$ cat src/rtl/sigan_multi.sv
// Multi-channel signature analyser: each channel folds its probe data into a
// per-channel LFSR signature over a window bounded by probe start/stop edges.
module sigan_multi #(
  parameter int               CHANNELS = 8,
  parameter int               WIDTH    = 16,
  parameter logic [WIDTH-1:0] TAPS     = 16'h8940,
  parameter int               COUNT_W  = 16
) (
  input  logic                      clock,
  input  logic                      reset,
  input  logic                      arm,
  input  logic                      continuous,
  input  logic                      clk_pol,
  input  logic                      start_pol,
  input  logic                      stop_pol,
  input  logic                      probe_clk,
  input  logic                      probe_start,
  input  logic                      probe_stop,
  input  logic [CHANNELS-1:0]       probe_data,
  output logic [CHANNELS*WIDTH-1:0] signature,
  output logic                      sig_valid,
  output logic                      sig_stable,
  output logic                      gate_open,
  output logic                      busy,
  output logic [COUNT_W-1:0]        count,
  output logic                      count_ovf
);

  typedef enum logic [1:0] {
    IDLE  = 2'd0,
    ARMED = 2'd1,
    GATE  = 2'd2
  } state_t;

  state_t                    state;
  logic                      clk_q;
  logic                      start_hist;
  logic                      stop_hist;
  logic [CHANNELS*WIDTH-1:0] sr;
  logic [CHANNELS*WIDTH-1:0] cap_sig;
  logic [COUNT_W-1:0]        win_cnt;
  logic [COUNT_W-1:0]        cap_cnt;
  logic                      cap_ovf;
  logic                      cap_pend;
  logic                      have_prior;
  logic                      probe_edge;
  logic                      start_event;
  logic                      stop_event;

  function automatic logic [CHANNELS*WIDTH-1:0] load_all(input logic [CHANNELS-1:0] d);
    logic [CHANNELS*WIDTH-1:0] v;
    v = '0;
    for (int i = 0; i < CHANNELS; i++) begin
      v[i*WIDTH] = d[i];
    end
    return v;
  endfunction

  function automatic logic [CHANNELS*WIDTH-1:0] shift_all(input logic [CHANNELS*WIDTH-1:0] cur,
                                                          input logic [CHANNELS-1:0]       d);
    logic [CHANNELS*WIDTH-1:0] v;
    v = '0;
    for (int i = 0; i < CHANNELS; i++) begin
      v[i*WIDTH +: WIDTH] = {cur[i*WIDTH +: WIDTH-1], d[i] ^ (^(cur[i*WIDTH +: WIDTH] & TAPS))};
    end
    return v;
  endfunction

  // Start/stop are levels sampled only at active probe edges; an event is the
  // first sample at the active level after a sample that was not.
  assign probe_edge  = (probe_clk != clk_q) && (probe_clk == clk_pol);
  assign start_event = probe_edge && (probe_start == start_pol) && (start_hist != start_pol);
  assign stop_event  = probe_edge && (probe_stop == stop_pol) && (stop_hist != stop_pol);

  // Probe clock history and per-edge start/stop samples.
  always_ff @(posedge clock) begin
    if (reset) begin
      clk_q      <= 1'b0;
      start_hist <= 1'b0;
      stop_hist  <= 1'b0;
    end else begin
      clk_q <= probe_clk;
      if (probe_edge) begin
        start_hist <= probe_start;
        stop_hist  <= probe_stop;
      end
    end
  end

  // Window FSM and per-channel shift registers; a stop parks the result in the
  // capture stage so a coincident start can reload the registers at once.
  always_ff @(posedge clock) begin
    if (reset) begin
      state     <= IDLE;
      sr        <= '0;
      win_cnt   <= '0;
      cap_sig   <= '0;
      cap_cnt   <= '0;
      cap_ovf   <= 1'b0;
      cap_pend  <= 1'b0;
      gate_open <= 1'b0;
      busy      <= 1'b0;
    end else begin
      cap_pend <= 1'b0;
      case (state)
        IDLE: begin
          if (arm) begin
            state <= ARMED;
            busy  <= 1'b1;
          end
        end
        ARMED: begin
          if (start_event) begin
            state     <= GATE;
            gate_open <= 1'b1;
            sr        <= load_all(probe_data);
            win_cnt   <= COUNT_W'(1);
          end
        end
        GATE: begin
          if (stop_event) begin
            cap_sig  <= sr;
            cap_cnt  <= win_cnt;
            cap_ovf  <= &win_cnt;
            cap_pend <= 1'b1;
            if (continuous && start_event) begin
              sr      <= load_all(probe_data);
              win_cnt <= COUNT_W'(1);
            end else if (continuous) begin
              state     <= ARMED;
              gate_open <= 1'b0;
            end else begin
              state     <= IDLE;
              gate_open <= 1'b0;
              busy      <= 1'b0;
            end
          end else if (probe_edge) begin
            sr <= shift_all(sr, probe_data);
            if (win_cnt != '1) begin
              win_cnt <= win_cnt + COUNT_W'(1);
            end
          end
        end
        default: begin
          state     <= IDLE;
          gate_open <= 1'b0;
          busy      <= 1'b0;
        end
      endcase
    end
  end

  // Publish a captured window: results and the valid pulse change together.
  always_ff @(posedge clock) begin
    if (reset) begin
      signature  <= '0;
      count      <= '0;
      count_ovf  <= 1'b0;
      sig_stable <= 1'b0;
      sig_valid  <= 1'b0;
      have_prior <= 1'b0;
    end else begin
      sig_valid <= cap_pend;
      if (cap_pend) begin
        signature  <= cap_sig;
        count      <= cap_cnt;
        count_ovf  <= cap_ovf;
        sig_stable <= have_prior && (cap_sig == signature);
        have_prior <= 1'b1;
      end
    end
  end

endmodule

$ cat config.mk
export PLATFORM = sky130hd
export DESIGN_NAME = sigan_multi
export DESIGN_NICKNAME = d
export VERILOG_FILES = /design/src/rtl/sigan_multi.sv
export SDC_FILE = /design/constraint.sdc
export NUM_CORES = 1
export LEC_CHECK = 0
export BUFFER_PORTS_ARGS = -buffer_cell sky130_fd_sc_hd__buf_2
export CORE_MARGIN = 4
export CORE_UTILIZATION = 59
export DETAILED_ROUTE_END_ITERATION = 10
export PLACE_DENSITY = 0.88
export SLEW_MARGIN = 20
export SYNTH_ARGS = -nofsm -noshare
export SYNTH_HDL_FRONTEND = slang
export SYNTH_SLANG_ARGS = --single-unit
$ cat constraint.sdc
create_clock -name clock -period 2.65 [get_ports clock]
set_input_delay 0.53 -clock clock [delete_from_list [all_inputs] [get_ports clock]]
set_output_delay 0.53 -clock clock [all_outputs]
set_load 0.005 [all_outputs]
# Word level (Yosys, flattened, before mapping)
# Cells that the tools add are included.
[word_totals]
output_inout_bits = 149
mem_count = 0
in_bits = 18
latch_bits = 0
mem_bits_rw = 0
elab_cells = 100
regBits = 445
mem_bits_ro = 0
[op_classes]
shift = 0
n_mux = 27
n_mul = 0
add_sub_neg = 1
n_lt_le_gt_ge = 0
div_mod_pow = 0
n_bitwise = 11
n_eq_ne = 18
n_reduce_logical = 25
[ops]
columns = ["op", "n"]
rows = [
  ["2-to-1 mux 128 bit", 4],
  ["one-hot mux 128 bit (2 select lines)", 1],
  ["== test 128 bit", 1],
  ["parity 16 bit", 8],
  ["2-to-1 mux 16 bit", 5],
  ["one-hot mux 16 bit (2 select lines)", 1],
  ["adder 16 x 1 -> 16 bit, second input constant", 1],
  ["inequality test 16 bit, second input constant", 1],
  ["AND reduction 16 bit", 1],
  ["AND reduction 4 bit", 3],
  ["inequality test 2 bit, second input constant", 5],
  ["AND reduction 5 bit", 2],
  ["2-to-1 mux 1 bit", 9],
  ["inequality test 3 bit, second input constant", 3],
  ["2-to-1 mux 2 bit", 4],
  ["XOR 1 bit", 8],
  ["logical AND 1 bit", 7],
  ["one-hot mux 1 bit (3 select lines)", 2],
  ["one-hot mux 2 bit (3 select lines)", 1],
  ["== test 1 bit", 3],
  ["inequality test 1 bit", 3],
  ["inverter 1 bit", 3],
  ["== test 2 x 1 -> 1 bit, second input constant", 1],
  ["== test 2 bit, second input constant", 1],
  ["other kinds (4)", 4],
]

# Longest topological paths before layout
# Gate-level depths: netlist (run 1).
[depth]
word_depth = 8
depth_mapped = 8
mapped_depth_nobuf = 7

# Worst setup path before layout (run 1)
# OpenSTA, ideal clock, no wires.
[synth_path]
kind = "register to register"
start = "register win_cnt[0]"
end = "register win_cnt[15]"
required_time_ns = 2.580
path_buffers = 0
slack_ns = 0.776
synth_period_minus_slack_ns = 1.874
arrival_time_ns = 1.803
stages_incl_launch_ff = 8
setup_ns = 0.070
path_cell_list = "dfxtp_1 ha_1 and2_1 and4_1 nor4b_4 nand3_1 or3_1 a21oi_1"
[synth_via]
elab_chain_len = 5
elab_cells_between_ends = 8
classes_between = "add/sub (1); eq/ne (2); mux (4); reduce/logical (1)"
[synth_lines]
columns = ["item", "line_no", "rtl"]
rows = [
  ["start: declaration", "41", "logic [COUNT_W-1:0] win_cnt;"],
  ["start signal: assignment", "140", "win_cnt <= win_cnt + COUNT_W'(1);"],
  ["adder 16 x 1 -> 16 bit", "140", ""],
  ["2-to-1 mux 16 bit", "139", "if (win_cnt != '1) begin"],
  ["2-to-1 mux 16 bit", "137", "end else if (probe_edge) begin"],
  ["2-to-1 mux 16 bit", "121", "if (stop_event) begin"],
  ["one-hot mux 16 bit (2 select lines)", "105", "case (state)"],
]
# Parallel ways exist; a longest one is shown, timed or not. The select of a mux whose other input is x is not followed.
# A chain may end at the register's enable or synchronous reset.

# Worst setup path after layout (run 1)
[layout_path]
start = "register signature[108]"
end = "register sig_stable"
[layout_via]
elab_chain_len = 2
[layout_lines]
columns = ["item", "line_no", "rtl"]
rows = [
  ["start: declaration", "20", "output logic [CHANNELS*WIDTH-1:0] signature,"],
  ["start signal: assignment", "165", "signature <= cap_sig;"],
  ["== test 128 bit", "168", "sig_stable <= have_prior && (cap_sig == signature);"],
  ["logical AND 1 bit", "168", ""],
  ["end signal: assignment", "168", ""],
  ["end: declaration", "22", "output logic sig_stable,"],
]
# No other way between the ends.

==> run_results.csv, run 1 <==
group,metric,value,unit
status,outcome,"completed",
finish,drive_gt1_share,13.6,%
routing,routed_wl,49.1,mm
routing,routed-wl-met2,22.6,mm
worst_setup_path,regToRegStartpoint,"signature[108]",
clock_network,cts_sinks,445,
grt,grt_usage,28.7,%
worst_setup_path,cp.arrival,2800,ps
worst_setup_path,cp.required,3110,ps
synthesis,yosys_warnings,0,
power_and_ir_drop,vdd_drop_max,0.587,mV
place,gp_congestion,0.974,
routing,dr_total_vias,14800,
finish,n_antenna_cell,0,
worst_setup_path,critPathLaunchType,"register",
grt,grt_start_max_net_pins,181,
power_and_ir_drop,p_per_area,672,nW/um^2
synthesis,synth-seq-area-share,50.8,%
clock_network,cts_made_buffers,44,
grt,grt.overflow.total,0,
timing,setup_viol,0,
worst_setup_path,timing.rr.end,"sig_stable",
worst_setup_path,reg2reg_depth,6,
floorplanning,die_w,180,um
routing,via_per_inst,5.92,
min_path,hold_start,"reset",
timing,tightest_slew,1160,ps
clock_network,cts_resized,0,
synthesis,synth_edf_count,0,
finish,finish.utilization,69.6,%
synthesis,ys_types,64,
floorplanning,io_pins,167,
place,dp.cells,2415,
timing,max-slew-margin-rel,23.0,%
clock_network,root_buffer,"clkbuf_16",
clock_network,insertion_delay,550,ps
finish,mostFrequentLayoutCells,"444 x dfxtp_1, 373 x nand2_1, 232 x a21oi_1",
routing,wl_met3,4.47,mm
grt,grt_pass1_wl,76.6,mm
run,drv_cap,0,
worst_setup_path,crit_fanout,3,
synthesis,ys.flop_type,"dfxtp_1",
clock_network,hold_buffers,0,
floorplanning,fp-row-count,62,
grt,antenna_found_initial,2,
finish,mostFrequentLayoutCell,"dfxtp_1",
clock_network,htree_levels,2,
floorplanning,die_area,32600,um^2
floorplanning,fp.dieH,180,um
timing,fin_crit_sh,88.3,%
timing,fin_crit,2340,ps
routing,wl_per_cell,19.7,um
finish,stdcell_count,2495,
routing,route.detailed.drc,0,
finish,fin_nets,2097,
timing,rsz0062_at_grt,"false",
worst_setup_path,r2r_slack,310,ps
clock_network,cts.path.max_buffers,3,
finish,fillCellCount,2137,
timing,fin_skew,13.5,ps
place,io_buffers,166,
timing,tns,0,ps
floorplanning,start_util,60.5,%
worst_setup_path,crit_type,"register to register",
routing,m1WireLength,19.6,mm
min_path,holdCritPathClass,"primary input to register",
synthesis,synth-async-reset-ratio,0,%
clock_network,clk_pin_slew,60,ps
synthesis,syn_nets,1993,
floorplanning,placeableCoreArea,29000,um^2
routing,drtPass1Iterations,6,
synthesis,synth_cells,1974,
clock_network,cts_tree,"done",
routing,dr.max_layer_used,"met5",
timing,slew_viol_final,0,
synthesis,avgSynthCellArea,8.89,um^2
grt,grt_pass1_vias,14000,
min_path,whs_endpoint,"sig_valid",
synthesis,synth_seq_cells,445,
place,hpwlAfterDp,32.5,mm
worst_setup_path,end_kind,"register",
timing,fmax,0.427,GHz
power_and_ir_drop,p_leak,7.21,nW
synthesis,synth_area,17500,um^2
min_path,hold_depth,2,
routing,detail-route-antenna-nets,0,
routing,drt-initial-drc-count,1437,
clock_network,cts_setup_buffers,0,
finish,area_growth,15.2,%
timing,hold_viol,0,
-- synthesized netlist by cell type, drive strengths merged, types with 9 or more instances --
cell type | n | area [um^2]
clkbuf | 57 | 214
inv | 41 | 154
dfxtp | 445 | 8910
nand3 | 75 | 380
buf | 74 | 349
o21ai | 13 | 72.6
a21oi | 233 | 1170
mux2i | 146 | 1460
o22ai | 13 | 95.1
a211oi | 9 | 67.6
a22o | 56 | 490
nor4 | 12 | 75.1
xor2 | 19 | 166
nor2 | 183 | 699
nand2 | 375 | 1410
xnor2 | 102 | 893
nand4 | 25 | 163
-- worst max path at each step --
stage | end | slack (ps) | cells past startpoint | startpoint
global placement | sr[40] | 160 | 7 | clk_pol
global route | sig_stable | 190 | 6 | signature[103]
floorplan | win_cnt[15] | 780 | 7 | win_cnt[0]
finish | sig_stable | 310 | 6 | signature[108]
detailed placement | sr[31] | 50 | 7 | probe_stop
CTS | sr[31] | 320 | 6 | stop_hist
-- critical path, stage by stage, from the launching register on --
cell and delay (ps):
dfxtp_1 360, xnor2_1 420, nand4_1 200, nor4_1 320, nand4_1 210, or4_1 600, o22ai_1 140
-- per-stage QoR --
stage | instance area (um^2) | total power [mW] | worst slack [ps] | hold slack, ps
4_1_cts | 20200 | 13.6 | 317 | 205
5_1_grt | 20200 | 13.9 | 190 | 221
3_5_place_dp | 18600 | 7.10 | 51.4 | 452
2_1_floorplan | 17500 | 7.03 | 776 | 435
3_3_place_gp | 18600 | 7.09 | 165 | 445
6_report | 20200 | 13.6 | 309 | 223
-- power by group --
part           internal (mW)  switching (mW)
Clock                   3.98            2.64
Combinational         0.0610           0.193
Sequential              6.70         0.00938
-- cells by family (layout without fill, tap and decap cells) --
| family | Yosys count | in the layout | synth area share (%) |
|---|---|---|---|
| AO/OA/AOI/OAI | 361 | 361 | 12.7 |
| AND/OR/NAND/NOR | 728 | 728 | 17.9 |
| flip-flops | 445 | 445 | 50.8 |
| multiplexers | 146 | 146 | 8.33 |
| buffers and inverters | 172 | 309 | 4.09 |
| XOR/XNOR | 121 | 121 | 6.04 |
| adder cells (fa/ha/maj) | 1 | 1 | 0.0713 |
-- area by class of cell --
type                       instances  area (um^2)  share of cell area, %
tap                              384          480                   2.38
clock buffer                      63         1280                   6.35
inverter                          41          154                  0.762
sequential                       445         8910                   44.1
clock inverter                    16          272                   1.34
timing repair buffer             189         1150                   5.70
multi-input combinational       1357         7950                   39.4
-- registers in the layout, indices dropped and copies added, names as in the netlist --
register / cells
cap_sig: 128
signature: 128
sr: 128
cap_cnt: 16
count: 16
win_cnt: 16
state: 2
busy: 1
cap_ovf: 1
cap_pend: 1
clk_q: 1
count_ovf: 1
gate_open: 1
have_prior: 1
sig_stable: 1
sig_valid: 1
start_hist: 1
stop_hist: 1
-- layer usage --
layer / track usage [%] / vias up
met4: 12.3 / 4
met5: 0 / -
met2: 45.9 / 682
met1: 38.7 / 7067
li1: - / 6894
met3: 4.93 / 129
(Power assumes the default switching activity.)
==> run 2: changes to the inputs <==
--- a/config.mk
+++ b/config.mk
@@ -6,7 +6,6 @@
 export NUM_CORES = 1
 export LEC_CHECK = 0
 export BUFFER_PORTS_ARGS = -buffer_cell sky130_fd_sc_hd__buf_2
-export CORE_MARGIN = 4
 export CORE_UTILIZATION = 59
 export DETAILED_ROUTE_END_ITERATION = 10
 export PLACE_DENSITY = 0.88
==> run 2 against run 1 <==
Against the previous run: combinational power increased by 2%; global-route usage increased by 3.7 points; wire length increased by 2.8%; first-iteration DRC count increased by 22%; count of clock-buffer cells in the layout decreased by 6; fmax decreased by 2.4%; non-clock buffer count increased by 7; via count increased by 1.5%; die area decreased by 6.5%; sequential cell count unchanged.
==> run_results.csv, run 2 (synthesized netlist as in run 1, its figures left out) <==
group,metric,value,unit
worst_setup_path,reg2reg_depth,6,
routing,dr_total_vias,15000,
finish,multi_input_area,7950,um^2
clock_network,insertion_delay,560,ps
worst_setup_path,path_common_cell,"nand4_1",
worst_setup_path,worst_path_max_delay_cell,"or4_1",
worst_setup_path,regToRegStartpoint,"signature[108]",
worst_setup_path,cp.required,3130,ps
clock_network,cts_setup_buffers,0,
power_and_ir_drop,vdd_drop_max,0.473,mV
worst_setup_path,end_kind,"register",
place,gp_congestion,0.957,
timing,max-slew-margin-rel,24.3,%
routing,drtPass1Iterations,5,
grt,grt_start_max_net_pins,241,
clock_network,clk_pin_slew,60,ps
clock_network,cts.path.max_buffers,3,
floorplanning,fp-row-count,62,
clock_network,cts_made_buffers,45,
worst_setup_path,critPathLaunchType,"register",
routing,route.detailed.drc,0,
finish,mostFrequentLayoutCell,"dfxtp_1",
finish,drive_gt1_share,14.3,%
clock_network,cts_resized,0,
grt,antenna_found_initial,1,
floorplanning,placeableCoreArea,29000,um^2
finish,largest_registers,"cap_sig (128), signature (128), sr (128)",
routing,routed_wl,50.5,mm
floorplanning,io_pins,167,
power_and_ir_drop,p_leak,7.25,nW
worst_setup_path,crit_type,"register to register",
run,drv_cap,0,
timing,slew_viol_final,0,
worst_setup_path,cp.arrival,2870,ps
timing,rsz0062_at_grt,"false",
finish,fin_nets,2105,
grt,grt_usage,32.5,%
min_path,holdCritPathClass,"primary input to register",
finish,fillCellCount,2136,
clock_network,cts_tree,"done",
place,hpwlAfterDp,33.0,mm
timing,setup_viol,0,
place,io_buffers,166,
min_path,whs_endpoint,"start_hist",
worst_setup_path,slowest_delay,590,ps
clock_network,htree_levels,2,
status,outcome,"completed",
worst_setup_path,path_cells,"xnor2_1 > nand4_1 > nor4_1 > nand4_1 > or4_1 > o22ai_1",
floorplanning,fp.dieH,174,um
grt,grt_pass1_vias,14100,
timing,tns,0,ps
timing,fin_skew,26.1,ps
floorplanning,die_area,30400,um^2
finish,n_antenna_cell,0,
timing,tightest_slew,1140,ps
routing,detail-route-antenna-nets,0,
finish,finish.utilization,69.9,%
worst_setup_path,timing.rr.end,"sig_stable",
finish,mostFrequentLayoutCells,"444 x dfxtp_1, 373 x nand2_1, 232 x a21oi_1",
clock_network,root_buffer,"clkbuf_16",
timing,fin_crit_sh,90.5,%
routing,drt-initial-drc-count,1760,
grt,grt.overflow.total,0,
finish,final-seq-area,8910,um^2
floorplanning,start_util,60.5,%
worst_setup_path,r2r_slack,250,ps
grt,grt_pass1_wl,77.9,mm
clock_network,hold_buffers,0,
routing,via_per_inst,5.98,
timing,whs,234,ps
timing,fmax,0.417,GHz
power_and_ir_drop,p_per_area,667,nW/um^2
worst_setup_path,crit_fanout,3,
finish,area_growth,15.6,%
min_path,hold_depth,3,
routing,wl_per_cell,20.1,um
min_path,hold_start,"probe_start",
floorplanning,die_w,174,um
worst_setup_path,critPathLaunch,"signature[108]",
clock_network,cts_sinks,445,
timing,hold_viol,0,
timing,fin_crit,2400,ps
==> run 2: cell count changes in the layout (fill, tap and decap cells not counted) <==
| cell | previous run | this run |
|---|---|---|
| buf_12 | 11 | 13 |
| buf_4 | 12 | 17 |
| bufinv_16 | 6 | 5 |
| clkbuf_1 | 8 | 4 |
| clkbuf_16 | 44 | 45 |
| clkbuf_8 | 11 | 8 |
| clkinv_2 | 6 | 13 |
| clkinvlp_4 | 0 | 4 |
| inv_16 | 1 | 0 |
| inv_6 | 1 | 2 |
==> run 2: layer usage <==
metal | GRT usage, % | wire length [um]
met1 | 43.3 | 20700
met2 | 52.3 | 23500
met3 | 5.01 | 4250
met4 | 13.5 | 2030
met5 | 0 | 0
==> run 2: how the worst max path moves through the flow <==
stage,end
6_report,sig_stable
5_1_grt,sig_stable
3_5_place_dp,sr[37]
3_3_place_gp,sr[37]
2_1_floorplan,win_cnt[15]
4_1_cts,sig_stable
==> run 2: report_power, final <==
| group | switching (mW) | internal [mW] |
|---|---|---|
| Clock | 2.71 | 3.86 |
| Combinational | 0.195 | 0.0631 |
| Sequential | 0.00975 | 6.70 |
==> run 2: layout make-up <==
cell class / instances / share of cell area [%]
timing repair buffer: 196 / 6.06
multi-input combinational: 1357 / 39.2
tap: 384 / 2.37
clock inverter: 26 / 1.46
sequential: 445 / 44.0
clock buffer: 57 / 6.17
inverter: 41 / 0.759
==> run 2: worst max-delay path: cells and delay by family, from the launching register on <==
| family | cells | cell delay [ps] |
|---|---|---|
| AO/OA/AOI/OAI | 1 | 130 |
| XOR/XNOR | 1 | 480 |
| flip-flops | 1 | 370 |
| AND/OR/NAND/NOR | 4 | 1360 |
==> run 2: through the flow <==
step | area (um^2) | instances | setup WS [ps] | power, mW
2_1_floorplan | 17500 | 1974 | 776 | 7.03
3_3_place_gp | 18700 | 2422 | 113 | 7.10
3_5_place_dp | 18700 | 2422 | 53.7 | 7.10
4_1_cts | 20300 | 2505 | 259 | 13.5
5_1_grt | 20300 | 2506 | 234 | 13.8
6_report | 20300 | 2506 | 252 | 13.5
==> run 3: changes to the inputs <==
--- a/config.mk
+++ b/config.mk
@@ -9,7 +9,8 @@
 export CORE_UTILIZATION = 59
 export DETAILED_ROUTE_END_ITERATION = 10
 export PLACE_DENSITY = 0.88
-export SLEW_MARGIN = 20
+export RECOVER_POWER = 50
+export SLEW_MARGIN = 10
 export SYNTH_ARGS = -nofsm -noshare
 export SYNTH_HDL_FRONTEND = slang
 export SYNTH_SLANG_ARGS = --single-unit
==> run 3 against run 2 <==
Against the previous run: the flow now finishes with violations (max-capacitance violations, max-slew violations); wire length shrank 0.39%; fmax shrank 3.0%; power is essentially flat; clock skew fell by 2.8 ps; sequential cell count did not move; count of clock-buffer cells in the layout unchanged; utilization shrank 0.44 points; setup slack got worse by 75 ps; non-clock buffer count fell by 1; die area stayed put; highest routed layer unchanged.
==> run_results.csv, run 3 (synthesized netlist as in run 1, its figures left out) <==
group,metric,value,unit
status,outcome,"finished with violations",
status,violations,"max-capacitance violations, max-slew violations",
power_and_ir_drop,power,13.5,mW
worst_setup_path,critPathLaunchType,"register",
timing,slew_viol_final,148,
worst_setup_path,path_cells,"xnor2_1 > nand4_1 > nor4_1 > nand4_1 > or4_1 > o22ai_1",
timing,fin_skew,23.3,ps
timing,rsz0062_at_grt,"false",
timing,hold_viol,0,
worst_setup_path,r2r_slack,180,ps
grt,top_usage_layer,"met2",
power_and_ir_drop,p_leak,6.95,nW
worst_setup_path,path_common_cell,"nand4_1",
run,drv_cap,1,
floorplanning,io_pins,167,
grt,globalRouteMet3Util,5.01,%
clock_network,insertion_delay,560,ps
grt,grt_pass1_vias,14100,
worst_setup_path,slowest_delay,590,ps
routing,detail-route-antenna-nets,0,
clock_network,cts_resized,0,
clock_network,hold_buffers,0,
min_path,holdCritPathClass,"primary input to register",
place,io_buffers,166,
finish,finish.utilization,69.4,%
routing,wl_per_cell,20.1,um
finish,largest_registers,"cap_sig (128), signature (128), sr (128)",
worst_setup_path,cp.arrival,2940,ps
power_and_ir_drop,p_sw_share,21.5,%
power_and_ir_drop,power.share.combinational,1.9,%
power_and_ir_drop,power_switching,2.91,mW
finish,mostFrequentLayoutCells,"444 x dfxtp_1, 373 x nand2_1, 232 x a21oi_1",
timing,fmax,0.404,GHz
place,gp_congestion,0.957,
clock_network,root_buffer,"clkbuf_16",
grt,gr-usage-met1,43.3,%
floorplanning,start_util,60.5,%
floorplanning,die_w,174,um
finish,area_growth,14.8,%
worst_setup_path,cp.required,3120,ps
clock_network,cts_sinks,445,
grt,met2_usage,52.3,%
finish,fin_nets,2104,
power_and_ir_drop,clockPowerShare,48.6,%
clock_network,clk_pin_slew,60,ps
clock_network,cts_setup_buffers,0,
routing,via_per_inst,5.95,
grt,grt_pass1_wl,77.9,mm
finish,drive_gt1_share,11.1,%
power_and_ir_drop,p_int,10.6,mW
floorplanning,die_area,30400,um^2
routing,route.detailed.drc,0,
routing,routed_wl,50.3,mm
power_and_ir_drop,seqPwrFrac,49.6,%
clock_network,cts_made_buffers,45,
power_and_ir_drop,vdd_drop_max,0.472,mV
clock_network,cts_tree,"done",
timing,max-slew-margin-rel,-28.0,%
routing,drtPass1Iterations,6,
timing,fin_crit,2470,ps
floorplanning,fp-row-count,62,
grt,grt_start_max_net_pins,241,
routing,drt-initial-drc-count,1723,
place,hpwlAfterDp,33.0,mm
timing,setup_viol,0,
worst_setup_path,end_kind,"register",
timing,fin_crit_sh,93.3,%
grt,antenna_found_initial,1,
grt,grt.overflow.total,0,
worst_setup_path,crit_fanout,3,
routing,dr_total_vias,14900,
clock_network,cts.path.max_buffers,3,
timing,tns,0,ps
power_and_ir_drop,p_per_area,671,nW/um^2
worst_setup_path,crit_type,"register to register",
finish,mostFrequentLayoutCell,"dfxtp_1",
timing,tightest_slew,1920,ps
clock_network,htree_levels,2,
worst_setup_path,worst_path_max_delay_cell,"or4_1",
floorplanning,placeableCoreArea,29000,um^2
grt,grt_usage,32.5,%
floorplanning,fp.dieH,174,um
-- run 3: cell count changes in the layout (fill, tap and decap cells not counted), moves of 2 or more --
cell      before  now
buf_2        165  104
buf_4         17   12
clkbuf_1       4   69
buf_12        13   11
-- run 3: final timing paths --
path / startpoint / end / cells after the start
setup / recovery: signature[108] / sig_stable / 6
hold / removal: probe_start / start_hist / 3
setup reg to reg: signature[108] / sig_stable / 6
hold reg to reg: cap_cnt[4] / cap_cnt[4] / 2
-- run 3: layer usage --
metal	vias to the layer above	wire length (um)
li1	6922	-
met1	7175	20900
met2	704	23400
met3	122	3920
met4	0	2050
met5	-	0
-- run 3: layout make-up --
type	instances	area (um^2)
flip-flops and latches	445	8910
fillers	2175	8860
multi-input cells	1357	7950
clock buffers	57	1250
repair buffers	195	1110
well taps	384	480
clock inverters	26	295
inverters	41	154
diodes	1	2.50
-- run 3: power by group through the flow --
stage	logic [mW]	registers [mW]	clock network [mW]
finish	0.251	6.71	6.57
global route	0.267	6.70	6.86
CTS	0.247	6.71	6.58
detailed placement	0.246	6.85	0
global placement	0.242	6.85	0
floorplan	0.174	6.85	0
-- run 3: stage by stage --
step	hold WS (ps)	instances	instance area, um^2	worst slack, ps
global placement	446	2422	18700	113
global route	234	2505	20100	120
CTS	221	2505	20300	259
floorplan	435	1974	17500	776
detailed placement	449	2422	18700	53.7
finish	235	2506	20100	177
-- run 3: critical path, delay by kind of cell (launching register included) --
kind	cells	cell delay, ps
compound gates	1	130
simple gates	4	1400
xor+xnor	1	510
flops	1	360
